===== config.mk =====
export PLATFORM = sky130hd
export DESIGN_NAME = muldiv_seq
export DESIGN_NICKNAME = d
export VERILOG_FILES = /design/src/rtl/muldiv_seq_pkg.sv /design/src/rtl/muldiv_div_step.sv /design/src/rtl/muldiv_seq.sv
export SDC_FILE = /design/constraint.sdc
export NUM_CORES = 2
export LEC_CHECK = 0
export ABC_CLOCK_PERIOD_IN_PS = 22000
export BUFFER_PORTS_ARGS = -buffer_cell sky130_fd_sc_hd__buf_2
export CORE_ASPECT_RATIO = 2
export CORE_MARGIN = 3
export CORE_UTILIZATION = 40
export DETAILED_ROUTE_END_ITERATION = 8
export HOLD_SLACK_MARGIN = 0.06
export PLACE_DENSITY = 0.56
export SLEW_MARGIN = 15
export SYNTH_ARGS = -nofsm -noshare
export SYNTH_HDL_FRONTEND = slang
export SYNTH_SLANG_ARGS = --single-unit

===== constraint.sdc =====
create_clock -name clk -period 22 [get_ports clk]
set_clock_uncertainty 0.1 [all_clocks]
set_input_delay 3.3 -clock clk [delete_from_list [all_inputs] [get_ports clk]]
set_output_delay 3.3 -clock clk [all_outputs]
set_load 0.01 [all_outputs]

===== src/rtl/muldiv_seq_pkg.sv =====
// ============================================================================
//  Module   : muldiv_seq_pkg
//  Purpose  : Shared RV32 M-extension decode constants and sequencer state
//             encodings for muldiv_seq and its sub-modules.
//  Contents : OPCODE_OP / FUNCT7_MULDIV decode values, funct3 op codes,
//             FSM state encodings, is-M decode helper.
//  Revision : 1.0  initial release
// ============================================================================
`default_nettype none

package muldiv_seq_pkg;

    localparam logic [6:0] OPCODE_OP     = 7'b0110011;
    localparam logic [6:0] FUNCT7_MULDIV = 7'b0000001;

    localparam logic [2:0] F3_MUL    = 3'b000;
    localparam logic [2:0] F3_MULH   = 3'b001;
    localparam logic [2:0] F3_MULHSU = 3'b010;
    localparam logic [2:0] F3_MULHU  = 3'b011;
    localparam logic [2:0] F3_DIV    = 3'b100;
    localparam logic [2:0] F3_DIVU   = 3'b101;
    localparam logic [2:0] F3_REM    = 3'b110;
    localparam logic [2:0] F3_REMU   = 3'b111;

    localparam int STATE_W = 3;
    localparam logic [STATE_W-1:0] ST_IDLE = 3'd0;
    localparam logic [STATE_W-1:0] ST_MUL  = 3'd1;
    localparam logic [STATE_W-1:0] ST_DIV  = 3'd2;
    localparam logic [STATE_W-1:0] ST_FIX  = 3'd3;
    localparam logic [STATE_W-1:0] ST_DONE = 3'd4;

    function automatic logic f_is_m(input logic [6:0] opcode, input logic [6:0] funct7);
        return (opcode == OPCODE_OP) && (funct7 == FUNCT7_MULDIV);
    endfunction

endpackage

`default_nettype wire


===== src/rtl/muldiv_div_step.sv =====
// ============================================================================
//  Module   : muldiv_div_step
//  Purpose  : One combinational restoring-division step on magnitudes.
//  Ports    : i_remquo  {partial remainder, quotient/dividend shift reg}
//             i_divisor divisor magnitude
//             o_remquo  {remainder, quotient} after one step
//  Revision : 1.0  initial release
// ============================================================================
`default_nettype none

module muldiv_div_step
    import muldiv_seq_pkg::*;
#(
    parameter int XLEN = 32
) (
    input  logic [2*XLEN-1:0] i_remquo,
    input  logic [XLEN-1:0]   i_divisor,
    output logic [2*XLEN-1:0] o_remquo
);

    // Remainder shifted left with the next dividend bit; it stays below
    // 2*divisor, so one extra bit is enough to hold it.
    logic [XLEN:0]   w_shift;
    logic [XLEN:0]   w_trial;
    logic [XLEN-2:0] w_quo_low;

    assign w_shift   = {i_remquo[2*XLEN-1:XLEN], i_remquo[XLEN-1]};
    assign w_trial   = w_shift - {1'b0, i_divisor};
    assign w_quo_low = i_remquo[XLEN-2:0];

    // Negative trial means the divisor did not fit: restore and shift in 0.
    assign o_remquo = w_trial[XLEN] ? {w_shift[XLEN-1:0], w_quo_low, 1'b0}
                                    : {w_trial[XLEN-1:0], w_quo_low, 1'b1};

endmodule

`default_nettype wire


===== src/rtl/muldiv_seq.sv =====
// ============================================================================
//  Module   : muldiv_seq
//  Purpose  : Multi-cycle sequencer for RV32 M ops. Single-cycle multiply,
//             XLEN-step restoring divide, valid/ready result return.
//  Ports    : clk, rst (sync, active-high), flush (kill in-flight op)
//             in_valid/in_ready + opcode/funct3/funct7/rd/rs1_val/rs2_val
//             out_valid/out_ready + out_result/out_rd
//             busy (sequencer not idle)
//  Revision : 1.0  initial release
// ============================================================================
`default_nettype none

module muldiv_seq
    import muldiv_seq_pkg::*;
#(
    parameter int XLEN = 32
) (
    input  logic            clk,
    input  logic            rst,
    input  logic            flush,
    input  logic            in_valid,
    output logic            in_ready,
    input  logic [6:0]      opcode,
    input  logic [2:0]      funct3,
    input  logic [6:0]      funct7,
    input  logic [4:0]      rd,
    input  logic [XLEN-1:0] rs1_val,
    input  logic [XLEN-1:0] rs2_val,
    output logic            out_valid,
    input  logic            out_ready,
    output logic [XLEN-1:0] out_result,
    output logic [4:0]      out_rd,
    output logic            busy
);

    localparam int                 CNT_W    = $clog2(XLEN);
    localparam logic [CNT_W-1:0]   CNT_LAST = CNT_W'(XLEN - 1);
    localparam logic [XLEN-1:0]    INT_MIN  = {1'b1, {(XLEN-1){1'b0}}};

    logic [STATE_W-1:0] r_state;
    logic [STATE_W-1:0] w_next_state;

    logic [XLEN-1:0]    r_a;
    logic [XLEN-1:0]    r_b;
    logic [2:0]         r_f3;
    logic [4:0]         r_out_rd;
    logic [XLEN-1:0]    r_result;
    logic [XLEN-1:0]    r_rem;
    logic [XLEN-1:0]    r_quo;
    logic [XLEN-1:0]    r_divisor;
    logic               r_neg_q;
    logic               r_neg_r;
    logic [CNT_W-1:0]   r_cnt;

    // ---------------- accept-time decode ----------------
    logic            w_is_m;
    logic            w_accept;
    logic            w_signed_div;
    logic            w_div_zero;
    logic            w_div_ovf;
    logic            w_div_special;
    logic [XLEN-1:0] w_special_res;
    logic [XLEN-1:0] w_abs_a;
    logic [XLEN-1:0] w_abs_b;

    assign in_ready     = (r_state == ST_IDLE) && !flush;
    assign w_is_m       = f_is_m(opcode, funct7);
    assign w_accept     = in_valid && in_ready && w_is_m;
    assign w_signed_div = !funct3[0];
    assign w_div_zero   = (rs2_val == '0);
    assign w_div_ovf    = w_signed_div && (rs1_val == INT_MIN) && (rs2_val == '1);
    assign w_div_special = funct3[2] && (w_div_zero || w_div_ovf);

    // Divide-by-zero: quotient all-ones, remainder = dividend.
    // Signed overflow: quotient = dividend (INT_MIN), remainder 0.
    assign w_special_res = w_div_zero ? (funct3[1] ? rs1_val : '1)
                                      : (funct3[1] ? '0 : rs1_val);

    assign w_abs_a = (w_signed_div && rs1_val[XLEN-1]) ? (~rs1_val + 1'b1) : rs1_val;
    assign w_abs_b = (w_signed_div && rs2_val[XLEN-1]) ? (~rs2_val + 1'b1) : rs2_val;

    // ---------------- multiply ----------------
    // Operands are extended to 2*XLEN per op signedness; the wrapped
    // 2*XLEN-bit product then carries the correct high and low halves.
    logic            w_a_sgn;
    logic            w_b_sgn;
    logic [2*XLEN-1:0] w_a_ext;
    logic [2*XLEN-1:0] w_b_ext;
    logic [2*XLEN-1:0] w_prod;
    logic [XLEN-1:0]   w_mul_res;

    assign w_a_sgn   = (r_f3 == F3_MULH) || (r_f3 == F3_MULHSU);
    assign w_b_sgn   = (r_f3 == F3_MULH);
    assign w_a_ext   = {{XLEN{w_a_sgn & r_a[XLEN-1]}}, r_a};
    assign w_b_ext   = {{XLEN{w_b_sgn & r_b[XLEN-1]}}, r_b};
    assign w_prod    = w_a_ext * w_b_ext;
    assign w_mul_res = (r_f3 == F3_MUL) ? w_prod[XLEN-1:0] : w_prod[2*XLEN-1:XLEN];

    // ---------------- divide ----------------
    logic [2*XLEN-1:0] w_step;
    logic [XLEN-1:0]   w_q_fix;
    logic [XLEN-1:0]   w_r_fix;

    muldiv_div_step #(
        .XLEN      (XLEN)
    ) u_div_step (
        .i_remquo  ({r_rem, r_quo}),
        .i_divisor (r_divisor),
        .o_remquo  (w_step)
    );

    assign w_q_fix = r_neg_q ? (~r_quo + 1'b1) : r_quo;
    assign w_r_fix = r_neg_r ? (~r_rem + 1'b1) : r_rem;

    // ---------------- FSM ----------------
    always_ff @(posedge clk) begin
        if (rst) begin
            r_state <= ST_IDLE;
        end else begin
            r_state <= w_next_state;
        end
    end

    always_comb begin
        w_next_state = r_state;
        if (flush) begin
            w_next_state = ST_IDLE;
        end else begin
            case (r_state)
                ST_IDLE: begin
                    if (w_accept) begin
                        if (!funct3[2])         w_next_state = ST_MUL;
                        else if (w_div_special) w_next_state = ST_DONE;
                        else                    w_next_state = ST_DIV;
                    end
                end
                ST_MUL:  w_next_state = ST_DONE;
                ST_DIV:  if (r_cnt == CNT_LAST) w_next_state = ST_FIX;
                ST_FIX:  w_next_state = ST_DONE;
                ST_DONE: if (out_ready) w_next_state = ST_IDLE;
                default: w_next_state = ST_IDLE;
            endcase
        end
    end

    // ---------------- datapath ----------------
    always_ff @(posedge clk) begin
        if (rst) begin
            r_a       <= '0;
            r_b       <= '0;
            r_f3      <= '0;
            r_out_rd  <= '0;
            r_result  <= '0;
            r_rem     <= '0;
            r_quo     <= '0;
            r_divisor <= '0;
            r_neg_q   <= 1'b0;
            r_neg_r   <= 1'b0;
            r_cnt     <= '0;
        end else begin
            case (r_state)
                ST_IDLE: begin
                    if (w_accept) begin
                        r_a       <= rs1_val;
                        r_b       <= rs2_val;
                        r_f3      <= funct3;
                        r_out_rd  <= rd;
                        r_rem     <= '0;
                        r_quo     <= w_abs_a;
                        r_divisor <= w_abs_b;
                        r_neg_q   <= w_signed_div && (rs1_val[XLEN-1] ^ rs2_val[XLEN-1]);
                        r_neg_r   <= w_signed_div && rs1_val[XLEN-1];
                        r_cnt     <= '0;
                        if (w_div_special) r_result <= w_special_res;
                    end
                end
                ST_MUL: r_result <= w_mul_res;
                ST_DIV: begin
                    r_rem <= w_step[2*XLEN-1:XLEN];
                    r_quo <= w_step[XLEN-1:0];
                    r_cnt <= r_cnt + 1'b1;
                end
                ST_FIX: r_result <= r_f3[1] ? w_r_fix : w_q_fix;
                default: ;
            endcase
        end
    end

    assign out_valid  = (r_state == ST_DONE);
    assign out_result = r_result;
    assign out_rd     = r_out_rd;
    assign busy       = (r_state != ST_IDLE);

endmodule

`default_nettype wire


# ---- After elaboration in Yosys (flattened, before gate mapping)
# Cells that the tools add are included.
dict set report word_totals {
  word_cells 92
  reg_bits 210
  input_bits 91
  out_inout_bits 40
}
dict set report classes {
  eq_ne 15
  addsub 6
  n_bitwise 7
  n_mux 25
  reduce_logical 26
  multipliers 1
}
# cell count
set op_table {}
lappend op_table {{32-bit two-way mux} 13}
lappend op_table {{32-bit by 1-bit adder with 32-bit output (second input constant)} 4}
lappend op_table {{32-bit inverter} 4}
lappend op_table {{32-bit one-hot mux with 2 select lines} 2}
lappend op_table {{32-bit one-hot mux with 3 select lines} 1}
lappend op_table {{32-bit == test (second input constant)} 2}
lappend op_table {{33-bit by 33-bit multiplier with 64-bit output} 1}
lappend op_table {{64-bit two-way mux} 1}
lappend op_table {{33-bit by 32-bit subtractor with 33-bit output} 1}
lappend op_table {{32-bit zero test} 1}
lappend op_table {{3-bit two-way mux} 5}
lappend op_table {{3-bit one-hot mux with 4 select lines} 1}
lappend op_table {{1-bit logical AND} 10}
lappend op_table {{5-bit one-hot mux with 2 select lines} 1}
lappend op_table {{3-bit by 2-bit == test with 1-bit output (second input constant)} 3}
lappend op_table {{7-bit by 1-bit == test with 1-bit output (second input constant)} 1}
lappend op_table {{7-bit by 6-bit == test with 1-bit output (second input constant)} 1}
lappend op_table {{3-bit by 1-bit == test with 1-bit output (second input constant)} 2}
lappend op_table {{3-bit zero test} 2}
lappend op_table {{2-bit != test (second input constant)} 3}
lappend op_table {{3-bit AND reduction} 2}
lappend op_table {{3-bit nonzero test} 2}
lappend op_table {{5-bit by 1-bit adder with 5-bit output (second input constant)} 1}
lappend op_table {{5-bit == test (second input constant)} 1}
lappend op_table {{10 further kinds} 15}

# ---- Logic depth before layout (Yosys ltp)
dict set report logic_depth {
  ltp_word 9
  mapped_depth 33
  ltp_nobuf 30
}

# ---- Hierarchy
# From an unflattened synthesis, not the netlist that was laid out.
dict set report hier_totals {
  cells_unflattened 6222
  hier_area_um2 52520.4
}
# mod area_per_inst_um2 instances cells_per_inst
set modules_own_cells {}
lappend modules_own_cells {muldiv_seq 49929.1 1 5886}
lappend modules_own_cells {muldiv_div_step 2591.2 1 336}

# ---- Worst setup path before layout
# No wires, ideal clock.
dict set report synth_path {
  path_type {reg2reg}
  from {reg r_f3[1]}
  to {reg r_result[27] (netlist: out_result[27])}
  period_less_slack_ps 8689
  arrival_ps 8472
  stages_incl_launch_ff 29
  path_slack_ps 13311
  path_buffers 3
  setup_ps 116
  cell_sequence {dfxtp_1 > clkbuf_1 > xnor2_1 > nor3b_1 > clkbuf_1 > nand2_1 > fa_1 > fa_1 > inv_1 > fa_1 > inv_1 > fa_1 > inv_1 > fa_1 > fa_1 > fa_1 > inv_1 > fa_1 > inv_1 > ha_1 > clkbuf_1 > nand2_1 > or4_1 > a2111oi_0 > and3b_1 > o21ai_0 > a31oi_1 > o31a_2 > a41o_1}
}
dict set report synth_via {
  elab_chain_cells 6
  word_cells_on_any_way 10
  cone_classes {1 x mul; 2 x eq/ne; 3 x mux; 2 x bitwise; 2 x reduce/logical}
}
# element line_no
set synth_rtl {}
lappend synth_rtl {{start: declaration} muldiv_seq.sv:45} ;# logic [2:0] r_f3;
lappend synth_rtl {{start signal: assignment} muldiv_seq.sv:166} ;# r_f3 <= funct3;
lappend synth_rtl {{3-bit by 1-bit == test with 1-bit output or 3-bit by 2-bit == test with 1-bit output (tied branches)} {muldiv_seq.sv:92, muldiv_seq.sv:93}}
lappend synth_rtl {{1-bit logical OR} muldiv_seq.sv:92} ;# assign w_a_sgn = (r_f3 == F3_MULH) || (r_f3 == F3_MULHSU);
lappend synth_rtl {{1-bit bitwise AND} muldiv_seq.sv:94} ;# assign w_a_ext = {{XLEN{w_a_sgn & r_a[XLEN-1]}}, r_a};
lappend synth_rtl {{33-bit by 33-bit multiplier with 64-bit output} muldiv_seq.sv:96} ;# assign w_prod = w_a_ext * w_b_ext;
lappend synth_rtl {{32-bit two-way mux} muldiv_seq.sv:97} ;# assign w_mul_res = (r_f3 == F3_MUL) ? w_prod[XLEN-1:0] : w_prod[2*XLEN-1:XLEN];
lappend synth_rtl {{32-bit one-hot mux with 3 select lines (*)} muldiv_seq.sv:161} ;# case (r_state)
lappend synth_rtl {{end signal: assignment} muldiv_seq.sv:174} ;# if (w_div_special) r_result <= w_special_res;
lappend synth_rtl {{end signal: assignment} muldiv_seq.sv:177} ;# ST_MUL: r_result <= w_mul_res;
lappend synth_rtl {{end signal: assignment} muldiv_seq.sv:183} ;# ST_FIX: r_result <= r_f3[1] ? w_r_fix : w_q_fix;
lappend synth_rtl {{end: declaration} muldiv_seq.sv:47} ;# logic [XLEN-1:0] r_result;
# Every way passes the cells marked *; elsewhere a longest branch is shown, timed or not.
# A chain may end at the register's enable or synchronous reset.

# ---- Final worst setup path
dict set report layout_path {
  from {reg r_f3[1]}
  to {reg r_result[29] (netlist: out_result[29])}
}
# Same word-level chain as after synthesis.

==> tab_implementation.tex <==
\begin{tabular}{lr}
\hline
Metric & Value \\
\hline
\multicolumn{2}{l}{\textbf{Critical path}} \\
Critical Path Start Type & flop \\
Largest stage delay on the critical path & $\sim$700 ps \\
Kind of end point of the critical path & flop \\
Top fanout value on the critical path & 63 \\
Critical path capture point & out\_result[29] \\
Number of cells traversed by the worst register-to-register path & 28 \\
Launch point of the critical path & r\_f3[1] \\
Capture instance of the worst register-to-register path & out\_result[29] \\
Worst EP arrival & $\sim$10000 ps \\
Slowest library cell on the worst path & sky130\_fd\_sc\_hd\_\_fa\_2 \\
Crit-path most repeated cell & sky130\_fd\_sc\_hd\_\_fa\_1 \\
Path type of the worst setup path & reg2reg \\
Reg-to-Reg Start & r\_f3[1] \\
Register-to-Register Setup Slack & between 10000 and 15000 ps \\
Required time reported for the critical path endpoint & around 22000 ps \\
\multicolumn{2}{l}{\textbf{Yosys}} \\
Post-synthesis mux area share & less than 1\% \\
Post-Syn Area & just over 50000 µm² \\
Share of the synthesized area in the top cell type & between 40\% and 50\% \\
Cell type with the largest total area after synthesis & sky130\_fd\_sc\_hd\_\_fa\_1 \\
Adder-cell share of the synthesized area & approximately 50\% \\
Avg Inst Size Synth & 8.47 µm² \\
Net Count, Synth & around 7500 \\
Gate count after technology mapping & $\sim$6000 \\
Largest family of logic cells by synthesized area & adder cells \\
Count of unique library cells instantiated by Yosys & a little over 80 \\
Syn. warnings & 0 \\
Number of enable flip-flop cells after synthesis & 0 \\
Flop and latch count out of synthesis & 209 \\
Async set-or-reset flop fraction in the synthesized netlist & 0\% \\
Post-synthesis share of cell area spent on and, or, nand and nor gates & 16.7\% \\
Synthesized-area fraction occupied by ao, oa, aoi and oai cells & $\sim$9.0\% \\
Synth Area in XOR/XNOR & about 3.7\% \\
Sequential-to-total area share from yosys stat & under 10\% \\
Most frequently used flop master after synthesis & sky130\_fd\_sc\_hd\_\_dfxtp\_1 \\
Dominant cells by area after synthesis & sky130\_fd\_sc\_hd\_\_fa\_1 44\%, sky130\_fd\_sc\_hd\_\_inv\_1 9.0\%, sky130\_fd\_sc\_hd\_\_dfxtp\_1 8.2\%, sky130\_fd\_sc\_hd\_\_nand2\_1 8.0\%, sky130\_fd\_sc\_hd\_\_ha\_1 6.1\% \\
\multicolumn{2}{l}{\textbf{Placement}} \\
HPWL reported at the end of detailed placement & 138 mm \\
IO buf count & 130 \\
Placer's final routability congestion estimate & about 0.95 \\
\multicolumn{2}{l}{\textbf{Status}} \\
Result of the run & finished clean \\
\multicolumn{2}{l}{\textbf{Global routing}} \\
GR met1 Demand/Resource & 24.8\% \\
GRT Overall Usage & between 20\% and 30\% \\
Met2 Resource Use GR & between 50\% and 60\% \\
Total congestion overflow & 0 \\
Initial antenna violation count & 6 \\
Pin count of the biggest net entering global routing & between 100 and 150 \\
Wire length of the first global-routing pass & around 260 mm \\
M3 GR Usage & 2.62\% \\
Number of global-route vias before repair & between 40000 and 50000 \\
Busiest metal layer after global routing & met2 \\
\multicolumn{2}{l}{\textbf{STA}} \\
Post-route clock period utilization & between 40\% and 50\% \\
Final Critical Period & about 9800 ps \\
Achievable Freq & 103 MHz \\
Slew @ Worst Pin & 1140 ps \\
Hold Vio Cnt, Final & 0 \\
Setup TNS & 0 ps \\
Unrepaired setup endpoints after global routing & false \\
Worst-case headroom to the max-slew limit & about a quarter \\
Finish-stage setup viols & 0 \\
Number of pins with negative max-slew slack in the final report & 0 \\
Worst hold margin & about 350 ps \\
\multicolumn{2}{l}{\textbf{Clock tree}} \\
Post-CTS setup buffer count & 0 \\
Clock tree from TritonCTS & built \\
Clock slew at the register clock pins of the worst setup and hold paths & about 70 ps \\
Count of instances resized after the clock tree is built & 0 \\
Clock network latency to the later pin of the worst-skew pair & between 500 and 600 ps \\
Num CTS Buffers & 22 \\
Buffer type at the clock tree root & sky130\_fd\_sc\_hd\_\_clkbuf\_16 \\
Hold-fix buffer count after cts & 0 \\
Clk sink count & around 210 \\
CTS H-Tree Depth & 1 \\
Max Buffers Root-to-Sink & 3 \\
\multicolumn{2}{l}{\textbf{Floorplan}} \\
Initial Util & about two fifths \\
Standard-cell row count & around 190 \\
Width of the die & roughly 260 µm \\
Core footprint & 127000 µm² \\
IO Pins & about 130 \\
Die ar. & 133000 µm² \\
Die Height & between 500 and 600 µm \\
\multicolumn{2}{l}{\textbf{Routing}} \\
DR vias & about 41000 \\
DRC errors left & 0 \\
Mean number of vias per cell & $\sim$5.4 \\
Routed Wire Length & $\sim$170 mm \\
Number of DRC violations after detailed-routing iteration 0 & approximately 2400 \\
DRT Pass-1 Iters & 6 \\
WL/cell & roughly 22 µm \\
Routed Antenna Nets & 0 \\
\multicolumn{2}{l}{\textbf{Power and ir drop}} \\
Peak supply drop & 65.2 µV \\
Final total power & roughly 0.00084 W \\
Power per unit of standard cell area & roughly 15 nW/µm² \\
Cell leakage power & between 20 and 25 nW \\
\multicolumn{2}{l}{\textbf{Cells and area}} \\
Utilization of the core after routing & 42.6\% \\
Final-layout fill cell count & roughly 13000 \\
Area grow syn2layout & 5.49\% \\
Fin nets & approximately 7400 \\
Fraction of final layout cells sized beyond drive strength 1 & $\sim$5\% \\
\multicolumn{2}{l}{\textbf{Flow run}} \\
Max Cap Violations & 0 \\
\multicolumn{2}{l}{\textbf{Worst hold path}} \\
HP Class & reg2reg \\
Worst hold path stage count & 2 \\
\hline
\end{tabular}
## synthesized netlist by cell type (9+ instances only)
cell                       instances
sky130_fd_sc_hd__a21o_1           46
sky130_fd_sc_hd__and2_1          323
sky130_fd_sc_hd__and3_1           16
sky130_fd_sc_hd__nor3_1           42
sky130_fd_sc_hd__nand4_1          20
sky130_fd_sc_hd__or4_1            10
sky130_fd_sc_hd__clkbuf_1        350
sky130_fd_sc_hd__ha_1            251
sky130_fd_sc_hd__o211ai_1         20
sky130_fd_sc_hd__nor2b_1          12
sky130_fd_sc_hd__mux2i_1          32
sky130_fd_sc_hd__o21bai_1         13
sky130_fd_sc_hd__nor4_1           15
sky130_fd_sc_hd__xor2_1           92
sky130_fd_sc_hd__or2_2            15
sky130_fd_sc_hd__a221oi_1         13
sky130_fd_sc_hd__a311oi_1          9
sky130_fd_sc_hd__o21a_1            9
sky130_fd_sc_hd__nor2_1          238
sky130_fd_sc_hd__xnor2_1         123
sky130_fd_sc_hd__inv_1          1227
sky130_fd_sc_hd__fa_1           1126
sky130_fd_sc_hd__or3_1            18
sky130_fd_sc_hd__nand2b_1         14
sky130_fd_sc_hd__nand3_1          36
sky130_fd_sc_hd__o31ai_1          35
sky130_fd_sc_hd__o41ai_1          16
sky130_fd_sc_hd__o21ai_0         137
sky130_fd_sc_hd__a211oi_1         52
sky130_fd_sc_hd__nand2_1        1095
sky130_fd_sc_hd__a22oi_1          30
sky130_fd_sc_hd__a21oi_1         264
sky130_fd_sc_hd__dfxtp_1         209
sky130_fd_sc_hd__a31oi_1          22
## worst max-delay path, delay by kind of cell, from the launching register on
family | cells | cell delay (ps)
flops | 1 | 310
compound gates | 6 | 1690
simple gates | 5 | 1320
fa+ha+maj | 9 | 4630
xor+xnor | 1 | 190
buf+inv | 7 | 1310
## worst min-delay path by stage
| stage | end | start |
|---|---|---|
| after floorplan | r_divisor[31] | r_divisor[31] |
| after global placement | out_rd[4] | out_rd[4] |
| after detailed placement | out_rd[4] | out_rd[4] |
| after CTS | r_a[15] | r_a[15] |
| after global routing | r_a[9] | r_a[9] |
| final | r_a[10] | r_a[10] |
## sequential cells by signal (all words and copies together), names as in the netlist
| signal | flops |
|---|---|
| r_f3 | 3 |
| r_neg_r | 1 |
| r_rem | 32 |
| r_quo | 32 |
| r_b | 32 |
| r_neg_q | 1 |
| r_a | 32 |
| out_result | 32 |
| r_cnt | 5 |
| r_divisor | 31 |
| out_rd | 5 |
| r_state | 3 |
## power by group
part	internal (W)	leakage [nW]	switching [W]
registers	0.000378	1.69	0.00000000571
clock network	0.000229	0.357	0.000167
logic	0.0000179	22.2	0.0000428
## metrics by stage
stage | std cells | instance area [µm²] | worst slack [ps]
3_5_place_dp | 7589 | 53300 | 12090
2_1_floorplan | 6054 | 51300 | 13310
4_1_cts | 7628 | 54100 | 12040
5_1_grt | 7629 | 54100 | 11640
6_report | 7632 | 54100 | 12250
3_3_place_gp | 7589 | 53300 | 12300
## per-layer routing
metal  vias up  share of wire [%]
met5         -                  0
met4         0                8.0
met3       642                4.4
met2      1399                 57
met1     21084                 31
li1      18036                  -
## logic make-up (layout without fill, tap and decap cells)
| logic type | after synthesis | count (layout) |
|---|---|---|
| AOI/OAI and AO/OA | 735 | 735 |
| xor gates and xnor gates | 215 | 215 |
| adders and majority gates | 1377 | 1377 |
| buffers and inverters | 1591 | 1482 |
| DFF | 209 | 209 |
| muxes | 32 | 32 |
| other | 0 | 4 |
| and+or+nand+nor | 1895 | 1895 |
## cells in the final DEF, fill, tap and decap left out, types with 22 or more instances in the layout
master	instances
sky130_fd_sc_hd__xor2_1	91
sky130_fd_sc_hd__a31oi_1	22
sky130_fd_sc_hd__dfxtp_1	203
sky130_fd_sc_hd__and2_1	323
sky130_fd_sc_hd__mux2i_1	32
sky130_fd_sc_hd__inv_1	1227
sky130_fd_sc_hd__clkbuf_16	23
sky130_fd_sc_hd__ha_1	251
sky130_fd_sc_hd__a22oi_1	30
sky130_fd_sc_hd__buf_4	86
sky130_fd_sc_hd__o31ai_1	35
sky130_fd_sc_hd__nand2_1	1095
sky130_fd_sc_hd__o21ai_0	137
sky130_fd_sc_hd__nand3_1	35
sky130_fd_sc_hd__a21oi_1	264
sky130_fd_sc_hd__buf_2	129
sky130_fd_sc_hd__fa_1	1125
sky130_fd_sc_hd__xnor2_1	123
sky130_fd_sc_hd__nor3_1	40
sky130_fd_sc_hd__a21o_1	46
sky130_fd_sc_hd__nor2_1	237
sky130_fd_sc_hd__a211oi_1	52
## cell type report
cell class              instances  area (µm²)  share of cell area, %
inverters                    1227        4610                   8.51
clock buffers                  34         657                   1.21
clock inverters                 5        81.3                  0.150
well taps                    1683        2110                   3.89
multi-input cells            4254       41100                   76.1
diodes                          4        10.0                 0.0185
flip-flops and latches        209        4190                   7.75
repair buffers                216        1300                   2.41
(Power assumes the default switching activity.)
